## config.mk

```make
export PLATFORM = sky130hd
export DESIGN_NAME = dsp_host_if
export DESIGN_NICKNAME = d
export VERILOG_FILES = /design/src/rtl/dsp_host_if_pkg.sv /design/src/rtl/dsp_host_if_cmd_sync.sv /design/src/rtl/dsp_host_if.sv
export SDC_FILE = /design/constraint.sdc
export NUM_CORES = 1
export LEC_CHECK = 0
export CORE_MARGIN = 5
export CORE_UTILIZATION = 50
export DETAILED_ROUTE_END_ITERATION = 10
export PLACE_DENSITY = 0.8
export SYNTH_ARGS = -nofsm -noshare
export SYNTH_HDL_FRONTEND = slang
export SYNTH_SLANG_ARGS = --single-unit
```

## constraint.sdc

```tcl
create_clock -name clk -period 2.25 [get_ports clk]
set_input_delay 0.225 -clock clk [delete_from_list [all_inputs] [get_ports clk]]
set_output_delay 0.225 -clock clk [all_outputs]
set_load 0.02 [all_outputs]
```

## src/rtl/dsp_host_if_pkg.sv

```systemverilog
// Shared definitions for the DSP host command interface: opcodes, FSM states
// and shadow word-select indices.
package dsp_host_if_pkg;

  typedef enum logic [1:0] {
    ST_IDLE = 2'd0,
    ST_EXEC = 2'd1,
    ST_ACK  = 2'd2
  } state_t;

  localparam logic [7:0] OP_SET_TX    = 8'h01;
  localparam logic [7:0] OP_SET_RX    = 8'h02;
  localparam logic [7:0] OP_SET_BER   = 8'h03;
  localparam logic [7:0] OP_SET_PHASE = 8'h04;
  localparam logic [7:0] OP_SNAPSHOT  = 8'h05;
  localparam logic [7:0] OP_READ      = 8'h06;
  localparam logic [7:0] OP_STATUS    = 8'h07;

  localparam logic [2:0] SEL_ERR_R_LO = 3'd0;
  localparam logic [2:0] SEL_ERR_R_HI = 3'd1;
  localparam logic [2:0] SEL_ERR_I_LO = 3'd2;
  localparam logic [2:0] SEL_ERR_I_HI = 3'd3;
  localparam logic [2:0] SEL_BIT_R_LO = 3'd4;
  localparam logic [2:0] SEL_BIT_R_HI = 3'd5;
  localparam logic [2:0] SEL_BIT_I_LO = 3'd6;
  localparam logic [2:0] SEL_BIT_I_HI = 3'd7;

endpackage

```

## src/rtl/dsp_host_if_cmd_sync.sv

```systemverilog
// Registers the host command word and flags a qualified 0->1 strobe edge.
module dsp_host_if_cmd_sync (
  input  logic        clk,
  input  logic        rst,
  input  logic [31:0] i_cmd,
  output logic        o_stb,
  output logic        o_start,
  output logic [7:0]  o_op,
  output logic [2:0]  o_arg
);

  logic       r_stb;
  logic       r_stb_d;
  logic       r_armed;
  logic [7:0] r_op;
  logic [2:0] r_arg;
  logic       w_unused_arg;

  assign w_unused_arg = ^i_cmd[22:3];

  // r_armed stays low until strobe is seen low after reset, so a strobe held
  // high across reset release cannot look like a fresh edge.
  always_ff @(posedge clk or negedge rst) begin
    if (!rst) begin
      r_stb   <= 1'b0;
      r_stb_d <= 1'b0;
      r_armed <= 1'b0;
      r_op    <= '0;
      r_arg   <= '0;
    end else begin
      r_stb   <= i_cmd[23];
      r_stb_d <= r_stb;
      r_armed <= r_armed | ~i_cmd[23];
      r_op    <= i_cmd[31:24];
      r_arg   <= i_cmd[2:0];
    end
  end

  assign o_stb   = r_stb;
  assign o_start = r_stb & ~r_stb_d & r_armed;
  assign o_op    = r_op;
  assign o_arg   = r_arg;

endmodule

```

## src/rtl/dsp_host_if.sv

```systemverilog
// Host command interface for the DSP: enables, sampling phase and a snapshot
// of the live BER counters readable as 32-bit words, with an ack handshake.
module dsp_host_if
  import dsp_host_if_pkg::*;
#(
  parameter int unsigned REG_COUNT_LEN = 64,
  parameter int unsigned DATA_W        = 32
) (
  input  logic                     clk,
  input  logic                     rst,
  input  logic [31:0]              i_cmd,
  output logic [DATA_W-1:0]        o_data,
  output logic                     o_ack,
  output logic                     o_enable_tx,
  output logic                     o_enable_rx,
  output logic                     o_enable_ber,
  output logic [1:0]               o_phase,
  input  logic [REG_COUNT_LEN-1:0] i_error_count_r,
  input  logic [REG_COUNT_LEN-1:0] i_error_count_i,
  input  logic [REG_COUNT_LEN-1:0] i_bit_count_r,
  input  logic [REG_COUNT_LEN-1:0] i_bit_count_i
);

  logic                     w_stb;
  logic                     w_start;
  logic [7:0]               w_op;
  logic [2:0]               w_arg;
  logic [REG_COUNT_LEN-1:0] w_shadow;
  logic [DATA_W-1:0]        w_read;

  state_t                   r_state;
  logic [7:0]               r_op;
  logic [2:0]               r_arg;
  logic                     r_snap_valid;
  logic [REG_COUNT_LEN-1:0] r_sh_err_r;
  logic [REG_COUNT_LEN-1:0] r_sh_err_i;
  logic [REG_COUNT_LEN-1:0] r_sh_bit_r;
  logic [REG_COUNT_LEN-1:0] r_sh_bit_i;

  dsp_host_if_cmd_sync u_cmd_sync (
    .clk     (clk),
    .rst     (rst),
    .i_cmd   (i_cmd),
    .o_stb   (w_stb),
    .o_start (w_start),
    .o_op    (w_op),
    .o_arg   (w_arg)
  );

  always_comb begin
    w_shadow = r_sh_err_r;
    case (r_arg)
      SEL_ERR_R_LO, SEL_ERR_R_HI: w_shadow = r_sh_err_r;
      SEL_ERR_I_LO, SEL_ERR_I_HI: w_shadow = r_sh_err_i;
      SEL_BIT_R_LO, SEL_BIT_R_HI: w_shadow = r_sh_bit_r;
      SEL_BIT_I_LO, SEL_BIT_I_HI: w_shadow = r_sh_bit_i;
      default:                    w_shadow = r_sh_err_r;
    endcase
    w_read = r_arg[0] ? DATA_W'(w_shadow >> DATA_W) : DATA_W'(w_shadow);
  end

  // Opcode/argument are latched on acceptance so later changes on i_cmd
  // cannot alter a command already in flight.
  always_ff @(posedge clk or negedge rst) begin
    if (!rst) begin
      r_state      <= ST_IDLE;
      r_op         <= '0;
      r_arg        <= '0;
      r_snap_valid <= 1'b0;
      r_sh_err_r   <= '0;
      r_sh_err_i   <= '0;
      r_sh_bit_r   <= '0;
      r_sh_bit_i   <= '0;
      o_data       <= '0;
      o_ack        <= 1'b0;
      o_enable_tx  <= 1'b0;
      o_enable_rx  <= 1'b0;
      o_enable_ber <= 1'b0;
      o_phase      <= '0;
    end else begin
      case (r_state)
        ST_IDLE: begin
          if (w_start) begin
            r_op    <= w_op;
            r_arg   <= w_arg;
            r_state <= ST_EXEC;
          end
        end
        ST_EXEC: begin
          r_state <= ST_ACK;
          o_ack   <= 1'b1;
          o_data  <= '0;
          case (r_op)
            OP_SET_TX:    o_enable_tx  <= r_arg[0];
            OP_SET_RX:    o_enable_rx  <= r_arg[0];
            OP_SET_BER:   o_enable_ber <= r_arg[0];
            OP_SET_PHASE: o_phase      <= r_arg[1:0];
            OP_SNAPSHOT: begin
              r_sh_err_r   <= i_error_count_r;
              r_sh_err_i   <= i_error_count_i;
              r_sh_bit_r   <= i_bit_count_r;
              r_sh_bit_i   <= i_bit_count_i;
              r_snap_valid <= 1'b1;
            end
            OP_READ:   o_data <= w_read;
            OP_STATUS: o_data <= DATA_W'({r_snap_valid, o_enable_ber, o_enable_rx,
                                          o_enable_tx, o_phase});
            default:   o_data <= '1;
          endcase
        end
        ST_ACK: begin
          if (!w_stb) begin
            r_state <= ST_IDLE;
            o_ack   <= 1'b0;
          end
        end
        default: begin
          r_state <= ST_IDLE;
          o_ack   <= 1'b0;
        end
      endcase
    end
  end

endmodule

```

==> flow_metrics.py, run 1 <==
metrics = {
    "worst_setup_path": {
        "crit_required_ps": 2620,
        "critPathSlowestCell": "dfrtp_1",
        "slowest_delay_ps": 440,
        "end_kind": "flip-flop",
        "crit_buf_inv": 2,
        "crit_fanout": 36,
        "setup.worst_path.class": "reg2reg",
        "path_delay_family": "simple AND/OR/NAND/NOR gates",
        "path_cells": "nor3_4, nand3_4, nor2_4, buf_12, buf_12, mux2_2",
        "arrival_ps": 2460,
        "start_kind": "flip-flop",
        "critPathMostFrequentCell": "buf_12",
    },
    "grt": {
        "grtUsageTotal_pct": 22.1,
        "grt_use_met3_pct": 5.79,
        "grt_pass1_vias": 9716,
        "antenna_found_initial": 2,
        "grt.busiest_layer": "met2",
        "grt_pass1_wl_mm": 54.2,
        "gr-usage-met2_pct": 36.6,
        "grt.overflow.total": 0,
        "met1_usage_pct": 29.0,
        "grt_max_degree": 81,
    },
    "detailed_routing": {
        "wl_per_cell_um": 21.5,
        "antenna_left": 0,
        "vias_per_cell": 5.45,
        "dr_total_vias": 8781,
        "drt_wl_total_mm": 34.6,
        "drc_errors": 0,
        "drtPass1Iterations": 4,
        "drt-initial-drc-count": 482,
    },
    "floorplanning": {
        "rows": 61,
        "die_h_um": 177,
        "die_w_um": 177,
        "ios": 328,
        "die_area_um2": 31200,
        "core-area_um2": 27600,
        "initial_core_util_pct": 50.3,
    },
    "sta": {
        "hold_violations": 0,
        "clock-skew-final_ps": 11.7,
        "fin_crit_ps": 2090,
        "period_share_pct": 93.0,
        "finalMaxSlewViolations": 0,
        "clock.fmax_ghz": 0.478,
        "setup_tns_ps": 0,
        "tightest_slew_ps": 701,
        "slew-limit-headroom_pct": 53.3,
        "setup_ws_ps": 157,
        "setup-violations-final": 0,
        "rsz0062_at_grt": "false",
    },
    "clock_tree": {
        "root_buffer": "clkbuf_16",
        "cts.path.max_buffers": 3,
        "cts_sinks": 322,
        "clk_pin_slew_ps": 60,
        "cts_buffers": 35,
        "cts_setup_buffers": 0,
        "cts_htree_levels": 2,
        "cts_resized": 0,
        "insertion_delay_ps": 500,
        "tritoncts": "done",
    },
    "synth": {
        "ys.flop_type": "dfrtp_1",
        "synth_simple_gate_area_share_pct": 2.19,
        "synth.top_cell.area_share_pct": 58.0,
        "netlist_instances": 882,
        "synth_top_family_by_area": "multiplexers",
        "synth_seq_cells": 322,
        "synth_fa_ha_area_share_pct": 0,
        "ys_seq_area_share_pct": 58.0,
        "syn-num-nets": 1172,
        "synth_area_leaders": "dfrtp_1 (58%), mux2_2 (22%), mux4_2 (8.4%)",
        "synth.distinct_cells": 37,
        "ys_warn_count": 0,
        "yosys.area.top_type": "dfrtp_1",
        "synth_edf_count": 0,
        "syn_avg_cell_area_um2": 15.7,
        "synthArstFlopShare_pct": 100,
        "netlist_area_um2": 13900,
        "yosys.area_share.xor_xnor_pct": 0.0631,
        "synth.mux.area_fraction_pct": 34.2,
        "synth-compound-area-share_pct": 2.89,
    },
    "final_layout": {
        "antenna_cells": 0,
        "fillers": 1911,
        "fin_cells": 1611,
        "drive_gt1_share_pct": 35.5,
        "layout-area-overhead-vs-synth_pct": 36.1,
        "utilization_pct": 68.4,
        "nets": 1500,
    },
    "pwr": {
        "ir_drop_mv": 0.570,
        "power_frac_seq_pct": 42.8,
        "p_clk_share_pct": 38.6,
        "power.density_cell_area_nw_per_um2": 835,
        "finalPower_w": 0.0158,
        "p_int_w": 0.0118,
        "power_leakage_nw": 8.61,
        "combPwrFrac_pct": 18.6,
        "switchingPower_w": 0.00396,
        "p_sw_share_pct": 25.1,
    },
    "min_path": {
        "min_path_type": "in2reg",
    },
    "placement": {
        "gp_congestion": 0.810,
        "place_ws_ps": 194,
        "port_buffers": 307,
        "dp_cells": 1550,
        "hpwl_mm": 24.3,
    },
    "run_status": {
        "outcome": "complete, no violations",
    },
    "run": {
        "max-cap-violations": 0,
    },
}
## synthesized netlist by cell type (9+ instances only)
cell	n
dfrtp_1	322
mux2_2	270
mux4_2	52
mux2i_1	50
buf_4	28
a21oi_1	27
o21ai_0	26
buf_2	17
clkbuf_1	12
nor2_1	12
a22oi_1	11
nand2_1	9
## cell type report
class,instances,area [µm²],share of cell area (%)
Sequential cell,322,8070,42.7
Multi-Input combinational cell,497,5490,29.1
Timing Repair Buffer,353,3630,19.2
Clock buffer,49,1050,5.56
Tap cell,378,473,2.50
Clock inverter,11,184,0.973
Inverter,1,3.75,0.0199
## placed cells by master (no fill, tap or decap), drive strengths merged, types with 4 or more instances in the layout
cell             n
nor2            13
nor2b            4
nand3            6
nor4b            4
mux2i           50
mux4            52
buf             46
a21oi           27
clkdlybuf4s50  306
bufinv           5
clkbuf          49
a22oi           11
clkinv           6
nand2            9
o21ai           26
a31oi            6
dfrtp          322
mux2           272
## final timing paths
path / startpoint / to / slack (ps) / cells past startpoint
min reg2reg: u_cmd_sync.o_stb / u_cmd_sync.r_stb_d / 390 / 0
max reg2reg: r_op[7] / r_sh_bit_r[61] / 160 / 6
max in group asynchronous: rst / r_sh_err_i[9] / 1130 / 3
min in group asynchronous: rst / r_sh_bit_r[62] / 310 / 2
max: r_op[7] / r_sh_bit_r[61] / 160 / 6
min: i_cmd[27] / u_cmd_sync.o_op[3] / 160 / 1
## kinds of logic (layout without fill, tap and decap cells)
family / after synthesis / after routing
mux: 374 / 374
flops: 322 / 322
compound gates: 72 / 72
buf+inv: 63 / 414
simple gates: 50 / 50
xor+xnor: 1 / 1
## power by group through the flow
stage | Combinational, W | Clock, W | Sequential (W)
floorplan | 0.00148 | 0 | 0.00683
global placement | 0.00292 | 0 | 0.00682
detailed placement | 0.00296 | 0 | 0.00685
CTS | 0.00298 | 0.00623 | 0.00675
global route | 0.00316 | 0.00647 | 0.00682
finish | 0.00294 | 0.00608 | 0.00675
## layer usage
metal,share of wire (%),vias to the layer above,routed length [µm]
met5,0.075,-,26
met4,2.9,4,1010
met3,7.6,70,2610
met2,49,281,17100
met1,40,4512,13900
li1,-,3914,-
## registers in the layout, indices dropped and copies added (netlist names), 2 cells and up
signal            cells
r_sh_bit_i           64
r_sh_bit_r           64
r_sh_err_i           64
r_sh_err_r           64
o_data               32
r_op                  8
u_cmd_sync.o_op       8
r_arg                 3
u_cmd_sync.o_arg      3
o_phase               2
r_state               2
## timing repair
action | 4_1_cts | 5_1_grt
endpoints found under the setup margin | 0 | 0
endpoints found under the hold margin | 67 | 0
hold buffers | 1 | 0
## stage by stage
stage | cell area (µm²) | hold WS, ps
finish | 18900 | 160
global route | 18900 | 156
CTS | 18900 | 140
detailed placement | 17700 | 297
global placement | 17700 | 285
floorplan | 13900 | -70.6
## worst reg2reg max path, cell delays in order (launching register included)
cell and delay, ps:
dfrtp_1 440, nor3_4 280, nand3_4 160, nor2_4 180, buf_12 250, buf_12 260
mux2_2 390
No activity file was read; power rests on OpenSTA's default activity.
==> run 2, diff against run 1 <==
CORE_UTILIZATION = 52   (was 50)
CTS_BUF_LIST = sky130_fd_sc_hd__clkbuf_2   (was default)
PLACE_DENSITY = 0.83   (was 0.8)
==> flow_metrics.py, run 2 (synthesized netlist as in run 1, its figures left out) <==
metrics = {
    "floorplanning": {
        "die_w_um": 173,
        "die_area_um2": 30100,
        "die_h_um": 173,
        "core-area_um2": 26200,
        "ios": 328,
        "initial_core_util_pct": 53.0,
        "rows": 59,
    },
    "clock_tree": {
        "clk_pin_slew_ps": 100,
        "cts_htree_levels": 3,
        "tritoncts": "done",
        "insertion_delay_ps": 870,
        "cts.path.max_buffers": 3,
        "cts_buffers": 81,
        "cts_sinks": 322,
        "cts_setup_buffers": 0,
        "root_buffer": "clkbuf_2",
    },
    "sta": {
        "setup_ws_ps": 119,
        "fin_crit_ps": 2130,
        "finalMaxSlewViolations": 0,
        "hold_violations": 0,
        "tightest_slew_ps": 535,
        "timing.hold.ws_ps": 61.4,
        "period_share_pct": 94.7,
        "setup_tns_ps": 0,
        "setup-violations-final": 0,
        "slew-limit-headroom_pct": 64.2,
        "clock-skew-final_ps": 83.6,
        "clock.fmax_ghz": 0.469,
    },
    "worst_setup_path": {
        "crit_fanout": 46,
        "start_kind": "flip-flop",
        "r2r-start": "r_op[3]",
        "end_kind": "flip-flop",
        "crit_required_ps": 2940,
        "setup.worst_path.class": "reg2reg",
        "crit_start": "r_op[3]",
        "arrival_ps": 2820,
    },
    "final_layout": {
        "final_common_cell": "dfrtp_1",
        "nets": 1797,
        "drive_gt1_share_pct": 31.9,
        "layout-area-overhead-vs-synth_pct": 50.6,
        "mostFrequentLayoutCells": "dfrtp_1 (319), clkdlybuf4s50_1 (306), mux2_2 (270)",
    },
    "run": {
        "max-cap-violations": 0,
    },
    "grt": {
        "grt_pass1_vias": 12200,
        "grt_max_degree": 62,
        "grt.overflow.total": 0,
        "grtUsageTotal_pct": 28.6,
        "grt_pass1_wl_mm": 67.9,
        "antenna_found_initial": 6,
    },
    "detailed_routing": {
        "vias_per_cell": 5.50,
        "dr_total_vias": 10400,
        "drc_errors": 0,
        "antenna_left": 0,
        "drt_wl_total_mm": 42.9,
        "wl_per_cell_um": 22.6,
        "drt-initial-drc-count": 616,
        "drtPass1Iterations": 5,
    },
    "pwr": {
        "power.density_cell_area_nw_per_um2": 680,
        "ir_drop_mv": 0.380,
        "combPwrFrac_pct": 23.5,
        "p_clk_share_pct": 28.4,
        "p_int_w": 0.00989,
        "p_sw_share_pct": 30.4,
        "finalPower_w": 0.0142,
        "power_leakage_nw": 9.60,
        "power_frac_seq_pct": 48.1,
        "switchingPower_w": 0.00433,
    },
    "placement": {
        "port_buffers": 307,
        "hpwl_mm": 24.5,
        "gp_congestion": 0.811,
        "place_ws_ps": 173,
    },
    "min_path": {
        "min-delay-start": "i_bit_count_r[40]",
        "min_path_type": "in2reg",
    },
    "run_status": {
        "outcome": "complete, no violations",
    },
}
[run 2: changes by cell type in the layout (fill, tap and decap cells not counted), moves of 2 or more]
cell,delta
clkinv_2,-3
dlygate4sd3_1,+262
clkinv_1,+7
clkbuf_8,-8
bufinv_16,-3
clkbuf_2,+117
inv_2,+2
clkbuf_1,-4
buf_4,-13
diode_2,+6
clkbuf_16,-37
[run 2: power groups by stage]
stage / logic, W / registers (W) / clock network, W
after floorplan: 0.00148 / 0.00683 / 0
after global placement: 0.00286 / 0.00687 / 0
after detailed placement: 0.00290 / 0.00690 / 0
after CTS: 0.00328 / 0.00679 / 0.00402
after global routing: 0.00355 / 0.00689 / 0.00444
final: 0.00334 / 0.00683 / 0.00404
[run 2: final timing paths]
kind                       slack [ps]            endpoint  cells past startpoint
max in group asynchronous        1280      r_sh_bit_i[47]                      4
setup / recovery                  120      r_sh_bit_i[14]                      6
min in group asynchronous         560       r_sh_bit_r[6]                      4
hold reg to reg                   440  u_cmd_sync.r_stb_d                      0
setup reg to reg                  120      r_sh_bit_i[14]                      6
hold / removal                     60      r_sh_bit_r[40]                      2
[run 2: metal layers]
| layer | wire length (µm) | global-route usage, % |
|---|---|---|
| met5 | 0 | 0 |
| met4 | 1590 | 11.5 |
| met3 | 2510 | 7.57 |
| met2 | 22900 | 50.8 |
| met1 | 15900 | 32.9 |
[run 2: layout make-up]
type	instances	area (µm²)
multi-input combinational	497	5490
inverter	1	3.75
antenna	6	15.0
fill	1353	5300
clock buffer	117	586
clock inverter	16	129
timing repair buffer	604	6200
sequential	322	8070
tap	335	419
[run 2: worst max-delay path, stage by stage, from the launching register on]
cell and delay (ps):
dfrtp_1 440, nor3_4 300, nand3_4 170, nor2_4 180, buf_12 280, buf_4 230
mux2_2 370
[run 2: per-stage QoR]
stage	utilization (%)	instances	cell area, µm²
floorplan	-	882	13900
global placement	66.9	1495	17500
detailed placement	66.9	1495	17500
CTS	79.2	1879	20800
global route	79.8	1898	20900
finish	79.8	1898	20900
[run 2: repair_timing]
action,4_1_cts,5_1_grt
hold endpoints to repair,571,13
hold buffers,251,13
gates resized for setup,0,0
